**config.mk**
```make
export PLATFORM = sky130hd
export DESIGN_NAME = pipe_hazard_scoreboard
export DESIGN_NICKNAME = d
export VERILOG_FILES = /design/src/rtl/pipe_hazard_scoreboard.sv
export SDC_FILE = /design/constraint.sdc
export NUM_CORES = 1
export LEC_CHECK = 0
export CELL_PAD_IN_SITES_DETAIL_PLACEMENT = 2
export CELL_PAD_IN_SITES_GLOBAL_PLACEMENT = 2
export CORE_AREA = 2 2 103 105
export DETAILED_ROUTE_END_ITERATION = 12
export DIE_AREA = 0 0 105 107
export PLACE_DENSITY = 0.9
export REMOVE_ABC_BUFFERS = 1
export SLEW_MARGIN = 5
export SYNTH_ARGS = -nofsm -noshare
export SYNTH_HDL_FRONTEND = slang
export SYNTH_SLANG_ARGS = --single-unit
```
**constraint.sdc**
```tcl
create_clock -name CLK -period 2.7 [get_ports CLK]
set_input_delay 0.81 -clock CLK [delete_from_list [all_inputs] [get_ports CLK]]
set_output_delay 0.81 -clock CLK [all_outputs]
set_load 0.05 [all_outputs]
```
**src/rtl/pipe_hazard_scoreboard.sv**
```systemverilog
// pipe_hazard_scoreboard: hazard/forwarding scoreboard for a DEPTH-stage
// post-decode pipeline. Stage 1 is the execute-stage consumer; stages
// 2..DEPTH are producers. Each EX source port picks a forwarding source or
// raises a load-use stall, which freezes stage 1 and injects a bubble into
// stage 2.
//
// Optional feature macro: PIPE_HAZARD_SCOREBOARD_FWD_EN
//   defined   : results are forwarded once they reach their ready stage
//   undefined : fwd_sel stays 0 and any in-flight writer match stalls
module pipe_hazard_scoreboard #(
    parameter int DEPTH    = 3,
    parameter int REG_W    = 5,
    parameter int RPORTS   = 2,
    parameter int ALU_RDY  = 2,
    parameter int LOAD_RDY = 3,
    parameter int SW       = $clog2(DEPTH + 1)
) (
    input  logic                    CLK,
    input  logic                    nRST,
    input  logic                    issue_valid,
    input  logic                    issue_wen,
    input  logic [REG_W-1:0]        issue_wsel,
    input  logic                    issue_load,
    input  logic [RPORTS*REG_W-1:0] issue_rsel,
    input  logic                    advance,
    input  logic [DEPTH-1:0]        flush_mask,
    output logic                    issue_ready,
    output logic                    stall,
    output logic [RPORTS*SW-1:0]    fwd_sel,
    output logic                    busy,
    output logic [31:0]             stall_cycles
);

`ifdef PIPE_HAZARD_SCOREBOARD_FWD_EN
    localparam bit FWD_EN = 1'b1;
`else
    localparam bit FWD_EN = 1'b0;
`endif

    // Per-stage entry fields; bit/index k is stage k. Sources live only in stage 1.
    logic [DEPTH:1]             v_q, v_d;
    logic [DEPTH:1]             wen_q, wen_d;
    logic [DEPTH:1]             load_q, load_d;
    logic [DEPTH:1][REG_W-1:0]  wsel_q, wsel_d;
    logic [RPORTS*REG_W-1:0]    rsel_q, rsel_d;
    logic [31:0]                cnt_q, cnt_d;

    logic [RPORTS-1:0]          haz;

    for (genvar p = 0; p < RPORTS; p++) begin : g_port
        logic [REG_W-1:0] rs;
        logic             hit;
        logic             hload;
        logic             ready;
        logic             active;
        logic [SW-1:0]    hk;

        assign rs     = rsel_q[p*REG_W +: REG_W];
        // $0 is hardwired zero, so it never needs a producer.
        assign active = v_q[1] && (rs != '0);

        // Scan oldest to youngest so the youngest matching producer wins.
        always_comb begin
            hit   = 1'b0;
            hk    = '0;
            hload = 1'b0;
            for (int k = DEPTH; k >= 2; k--) begin
                if (v_q[k] && wen_q[k] && (wsel_q[k] == rs)) begin
                    hit   = 1'b1;
                    hk    = SW'(k);
                    hload = load_q[k];
                end
            end
        end

        // Loads produce their value later in the pipe than ALU ops.
        assign ready = hload ? (hk >= SW'(LOAD_RDY)) : (hk >= SW'(ALU_RDY));

        assign haz[p] = active && hit && !(FWD_EN && ready);
        assign fwd_sel[p*SW +: SW] = (active && hit && FWD_EN && ready) ? hk : '0;
    end

    assign stall        = |haz;
    assign issue_ready  = advance && !stall;
    assign busy         = |v_q;
    assign stall_cycles = cnt_q;

    // Next state: shift or stall-with-bubble when advancing, then apply flushes.
    always_comb begin
        v_d    = v_q;
        wen_d  = wen_q;
        load_d = load_q;
        wsel_d = wsel_q;
        rsel_d = rsel_q;
        cnt_d  = cnt_q;
        if (advance) begin
            // Stages 3..DEPTH always shift; the oldest entry drops out.
            for (int k = DEPTH; k >= 3; k--) begin
                v_d[k]    = v_q[k-1];
                wen_d[k]  = wen_q[k-1];
                load_d[k] = load_q[k-1];
                wsel_d[k] = wsel_q[k-1];
            end
            if (stall) begin
                // Stage 1 holds and a bubble enters stage 2.
                v_d[2]    = 1'b0;
                wen_d[2]  = 1'b0;
                load_d[2] = 1'b0;
                wsel_d[2] = '0;
                if (cnt_q != 32'hFFFF_FFFF)
                    cnt_d = cnt_q + 32'd1;
            end else begin
                v_d[2]    = v_q[1];
                wen_d[2]  = wen_q[1];
                load_d[2] = load_q[1];
                wsel_d[2] = wsel_q[1];
                v_d[1]    = issue_valid;
                wen_d[1]  = issue_wen;
                load_d[1] = issue_load;
                wsel_d[1] = issue_wsel;
                rsel_d    = issue_rsel;
            end
        end
        // Flush wins over shift/hold; flushing stage 1 also kills a stall.
        v_d = v_d & ~flush_mask;
    end

    // State registers with asynchronous active-low reset.
    always_ff @(posedge CLK or negedge nRST) begin
        if (!nRST) begin
            v_q    <= '0;
            wen_q  <= '0;
            load_q <= '0;
            wsel_q <= '0;
            rsel_q <= '0;
            cnt_q  <= '0;
        end else begin
            v_q    <= v_d;
            wen_q  <= wen_d;
            load_q <= load_d;
            wsel_q <= wsel_d;
            rsel_q <= rsel_d;
            cnt_q  <= cnt_d;
        end
    end

endmodule

```
==> flow_summary.toml, run 1 <==
[outcome]
status = "complete, but fails checks"
violations = "setup timing"

[timing]
drv_slew = 0
skew_ps = 16.3
fin_ws_ps = -163
rsz0062_at_grt = "true"
hold_violations = 0
setup-violations-final = 2
min_period_ps = 2860
relSlewSlack_pct = 64.5
worst_pin_slew_ps = 531
max_freq_mhz = 349
fin_crit_sh_pct = 106

[global_routing]
grtUsageTotal_pct = 18.4
grt_overflow_total = 0
grt_pass1_vias = 2885
antenna_found_initial = 0
grt_first_pass_wirelength_um = 16000
grt_start_max_net_pins = 64

[worst_setup_path]
cp.arrival_ps = 2050
worst-path-max-fanout = 4
cp_slowest_stage_delay_ps = 580
r2r_end = "stall_cycles[11]$_DFFE_PN0P_"
crit_path_start_kind = "register"
cp.buffers_inverters = 2
crit_required_ps = 1890
crit_slowest_cell = "or4_1"
rr_worst_depth = 7
crit_cells = 5
crit_family = "simple AND/OR/NAND/NOR gates"
worstReg2RegStart = "rsel_q[5]$_DFFE_PN0P_"
r2r_slack_ps = 180
crit_path_cell_trace = "or4_1 -> o21ai_2 -> o22a_1 -> inv_2 -> buf_8"
crit_path_end_kind = "output pin"
critPathKind = "reg -> out"

[clock_tree]
path_clk_slew_ps = 70
ctsHtreeMaxLevel = 3
clock_latency_ps = 340
cts.sinks = 63
clockRootBuffer = "clkbuf_8"
numCtsBuffers = 9
clock_path_buffers = 2
cts_tree = "done"

[die]
core_um2 = 10100
die_w_um = 105
io_pins = 63
row_count = 37
die-area_um2 = 11200
die_y_um = 107
start_util_pct = 32.5

[yosys]
yosysSeqAreaShare_pct = 48.1
async_reset_ff_share_pct = 100
yosys_warnings = 0
synth.distinct_cells = 38
netlist_instances = 297
ys.flop_type = "dfrtp_1"
synth_edf_count = 0
syn_area_um2 = 3280
avgSynthCellArea_um2 = 11.0
synth-seq-cells = 63

[route]
wl_per_cell_um = 19.4
drtIter0Drc = 58
ant_nets = 0
vias = 2535
avgViaCountPerCell = 5.03
wirelength_um = 9760
drt-pass1-iter-count = 6
drc_errors = 0

[final_layout]
filler_cell_count = 1087
stdcell_area_um2 = 4310
post-route-util_pct = 42.7
diodes = 0
nNetsFinal = 388
ff_latch_area_um2 = 1580
areaGrowthSynthToFinish_pct = 31.5
multi_input_area_um2 = 1620
layout-drive-gt1-share_pct = 20.9

[placement]
gp_congestion = 0.793
io_buffers = 57
post-place-ws_ps = 5.93
dpl_cell_area_um2 = 4020
dp_hpwl_um = 6520

[power_and_ir_drop]
total_power_mw = 2.23
ir_worst_vdd_mv = 0.194
leakage_nw = 1.87
power_density_nw_per_um2 = 516

[run]
drv_cap = 0

[min_path]
worstHoldPathType = "in -> async"
[how the worst max path moves through the flow]
| stage | from | endpoint | slack (ps) |
|---|---|---|---|
| 6_report | rsel_q[5]$_DFFE_PN0P_ | stall | -160 |
| 5_1_grt | rsel_q[6]$_DFFE_PN0P_ | stall | -260 |
| 4_1_cts | rsel_q[3]$_DFFE_PN0P_ | stall | -190 |
| 3_5_place_dp | rsel_q[1]$_DFFE_PN0P_ | stall_cycles[13]$_DFFE_PN0P_ | 6 |
| 3_3_place_gp | advance | issue_ready | 110 |
| 2_1_floorplan | rsel_q[5]$_DFFE_PN0P_ | stall | -580 |
[final cells by class]
| cell class | instances | area share (%) |
|---|---|---|
| Inverter | 13 | 1.13 |
| Multi-Input combinational cell | 206 | 37.5 |
| Tap cell | 136 | 3.95 |
| Clock inverter | 4 | 1.63 |
| Sequential cell | 63 | 36.6 |
| Clock buffer | 12 | 3.13 |
| Timing Repair Buffer | 70 | 16.0 |
[report_power, final]
| part | switching [mW] | total, mW | internal [mW] |
|---|---|---|---|
| Combinational | 0.147 | 0.277 | 0.130 |
| Clock | 0.363 | 0.882 | 0.518 |
| Sequential | 0.0708 | 1.07 | 0.997 |
[kinds of logic (layout without fill, tap and decap cells)]
kind of cell | Yosys count | after routing | share of synthesized area [%]
simple gates | 112 | 112 | 21.0
compound gates | 14 | 14 | 2.71
xor+xnor | 50 | 50 | 13.4
buf+inv | 31 | 99 | 4.89
fa+ha+maj | 1 | 1 | 0.382
other cells | 1 | 4 | 0.114
mux | 25 | 25 | 9.47
flops | 63 | 63 | 48.1
[what timing repair did]
action                     CTS  global route
setup endpoints to repair   12             8
gates resized for setup     12             7
gates cloned                 0             0
hold buffers                 0             0
setup buffers                1             0
pin swaps                    1             1
[Yosys cell counts, types with 6 or more instances]
cell type   n  share of area (%)
mux2_2     15                5.2
nor3_1     13                2.0
nor4_1      7                1.3
dfrtp_1    63                 48
nand3_1    20                3.1
inv_1      12                1.4
nor4_2      6                2.3
o21ai_0     8                1.2
mux2_4      8                3.7
nand2_1    17                1.9
xor2_1     42                 11
xnor2_1     8                2.1
nand4_1    16                3.1
nor2_1     11                1.3
[per-layer routing]
layer | up-vias | global-route usage (%) | wire [um]
met1 | 1297 | 22.2 | 4160
met3 | 14 | 4.26 | 353
li1 | 1160 | - | -
met2 | 64 | 32.2 | 5050
met4 | 0 | 6.48 | 197
met5 | - | 0 | 0
[stage by stage]
step | instances | hold WS (ps) | TNS (ps)
3_5_place_dp | 487 | 482 | 0
6_report | 504 | 469 | -297
2_1_floorplan | 282 | 468 | -10360
3_3_place_gp | 487 | 482 | 0
5_1_grt | 504 | 503 | -476
4_1_cts | 504 | 493 | -355
[registers in the layout, indices dropped and copies added (netlist names)]
| register | flops |
|---|---|
| v_q | 3 |
| stall_cycles | 32 |
| wsel_q | 15 |
| wen_q | 3 |
| rsel_q | 10 |
[layout by cell type (no fill, tap or decap), types with 2 or more instances in the layout]
cell             synthesis  layout
nor4_2                   6      10
nor3_1                  13      13
nand4_1                 16      16
clkinv_2                 0       2
xor2_1                  42      41
clkbuf_1                 5       3
o21ai_0                  8       6
buf_4                    4      12
nor4_4                   3       4
nor3b_1                  4       4
clkbuf_8                 0       9
mux2_4                   8       8
clkdlybuf4s50_1          0      53
o21ai_2                  0       2
inv_2                    1       2
nor4_1                   7       2
dfrtp_1                 63      61
or4_1                    2       2
dfrtp_2                  0       2
nand2_1                 17      17
conb_1                   1       4
bufinv_16                0       2
nor2_1                  11      11
and3_1                   4       4
nand3_1                 20      20
a21oi_1                  2       2
nand2b_1                 2       2
and2_1                   2       2
mux2_2                  15      15
xnor2_1                  8       8
inv_1                   12      11
buf_12                   0       2
Note: power is estimated with default switching activity, not from simulation.
==> run 2, diff against run 1 <==
Settings changed: RECOVER_POWER set to 50.
==> flow_summary.toml, run 2 (synthesis results as in run 1) <==
[worst_setup_path]
crit_path_cell_trace = "or4_1 -> o21ai_2 -> o22a_1 -> inv_2 -> buf_8"
worst-path-max-fanout = 4
cp.buffers_inverters = 2
critPathLaunch = "rsel_q[5]$_DFFE_PN0P_"
crit_family = "simple AND/OR/NAND/NOR gates"
crit_slowest_cell = "or4_1"
critPathKind = "reg -> out"
r2r_slack_ps = 180
crit_path_end_kind = "output pin"
crit_end = "stall"
crit_cells = 5
cp.arrival_ps = 2050
r2r_end = "stall_cycles[13]$_DFFE_PN0P_"
worstReg2RegStart = "rsel_q[3]$_DFFE_PN0P_"
crit_required_ps = 1890
cp_slowest_stage_delay_ps = 580
crit_path_start_kind = "register"
rr_worst_depth = 8

[route]
vias = 2533
drt-pass1-iter-count = 6
ant_nets = 0
wirelength_um = 9730
avgViaCountPerCell = 5.03
drtIter0Drc = 62
drc_errors = 0
wl_per_cell_um = 19.3

[timing]
hold_violations = 0
relSlewSlack_pct = -4.89
fin_ws_ps = -162
setup-violations-final = 2
max_freq_mhz = 349
skew_ps = 16.2
fin_crit_sh_pct = 106
min_period_ps = 2860
fin_setup_tns_ps = -302
drv_slew = 64
rsz0062_at_grt = "true"
worst_pin_slew_ps = 1570

[die]
io_pins = 63
die_w_um = 105
row_count = 37
die-area_um2 = 11200
die_y_um = 107
start_util_pct = 32.5
core_um2 = 10100

[clock_tree]
numCtsBuffers = 9
cts.sinks = 63
path_clk_slew_ps = 70
ctsHtreeMaxLevel = 3
clock_path_buffers = 2
cts.hold.buffers_added = 0
cts_tree = "done"
clock_latency_ps = 340
clockRootBuffer = "clkbuf_8"

[outcome]
status = "complete, but fails checks"
violations = "capacitance limit, slew limit, setup timing"

[placement]
gp_congestion = 0.793
dp_hpwl_um = 6520
dpl_cell_area_um2 = 4020
io_buffers = 57

[power_and_ir_drop]
leakage_nw = 1.86
power_density_nw_per_um2 = 518
ir_worst_vdd_mv = 0.194

[final_layout]
stdcell_area_um2 = 4290
largest_register_ffs = 32
final_common_cell = "dfrtp_1"
diodes = 0
areaGrowthSynthToFinish_pct = 30.9
nNetsFinal = 388
layout-drive-gt1-share_pct = 20.9
final_cell_mix = "dfrtp_1 (61), clkdlybuf4s50_1 (52), xor2_1 (41)"

[global_routing]
grt_start_max_net_pins = 64
grt_first_pass_wirelength_um = 16000
grtUsageTotal_pct = 18.4
grt_overflow_total = 0
antenna_found_initial = 0
grt_pass1_vias = 2885

[min_path]
worstHoldPathType = "reg -> reg"

[run]
drv_cap = 1
-- run 2: how the worst min path moves through the flow --
stage,startpoint,to,cells after the start
2_1_floorplan,wsel_q[0]$_DFFE_PN0P_,wsel_q[5]$_DFFE_PN0P_,2
3_3_place_gp,stall_cycles[9]$_DFFE_PN0P_,stall_cycles[9]$_DFFE_PN0P_,1
3_5_place_dp,stall_cycles[9]$_DFFE_PN0P_,stall_cycles[9]$_DFFE_PN0P_,1
4_1_cts,nRST,stall_cycles[10]$_DFFE_PN0P_,2
5_1_grt,stall_cycles[9]$_DFFE_PN0P_,stall_cycles[9]$_DFFE_PN0P_,1
6_report,stall_cycles[9]$_DFFE_PN0P_,stall_cycles[9]$_DFFE_PN0P_,1
-- run 2: what timing repair did --
action / 4_1_cts / 5_1_grt
setup endpoints to repair: 12 / 8
gates resized for setup: 12 / 7
pin swaps: 1 / 1
setup buffers: 1 / 0
-- run 2: final cells by class --
class                      instances  area [um^2]
fill                            1091         5800
multi-input combinational        206         1620
sequential                        63         1580
timing repair buffer              70          669
tap                              136          170
clock buffer                      12          135
clock inverter                     4         70.1
inverter                          13         48.8
-- run 2: power by group --
group	internal, mW	leakage [nW]	switching [mW]
Clock	0.518	0.104	0.363
Sequential	0.997	0.797	0.0708
Combinational	0.126	0.964	0.147
-- run 2: worst reg2reg max path: stages, from the launching register on --
cell and delay [ps]:
dfrtp_2 450, xor2_2 200, nor4_4 390, a22oi_2 180, o22a_1 240, buf_4 240, buf_4 260, nor4b_2 340
xor2_1 160
-- run 2: through the flow --
stage               setup WS (ps)  hold WS [ps]  instances  util [%]  power (mW)
floorplan                    -581           468        282         -        1.20
global placement              114           482        487      39.9        1.30
detailed placement           5.93           482        487      39.9        1.32
CTS                          -190           493        504      42.3        2.24
global route                 -261           512        504      42.5        2.33
finish                       -162           496        504      42.5        2.22
-- run 2: metal layers --
layer  wire [um]  track usage [%]  part of all wire (%)
met1        4130             22.2                    42
met3         353             4.26                   3.6
met2        5050             32.2                    52
met5           0                0                     0
met4         197             6.48                   2.0
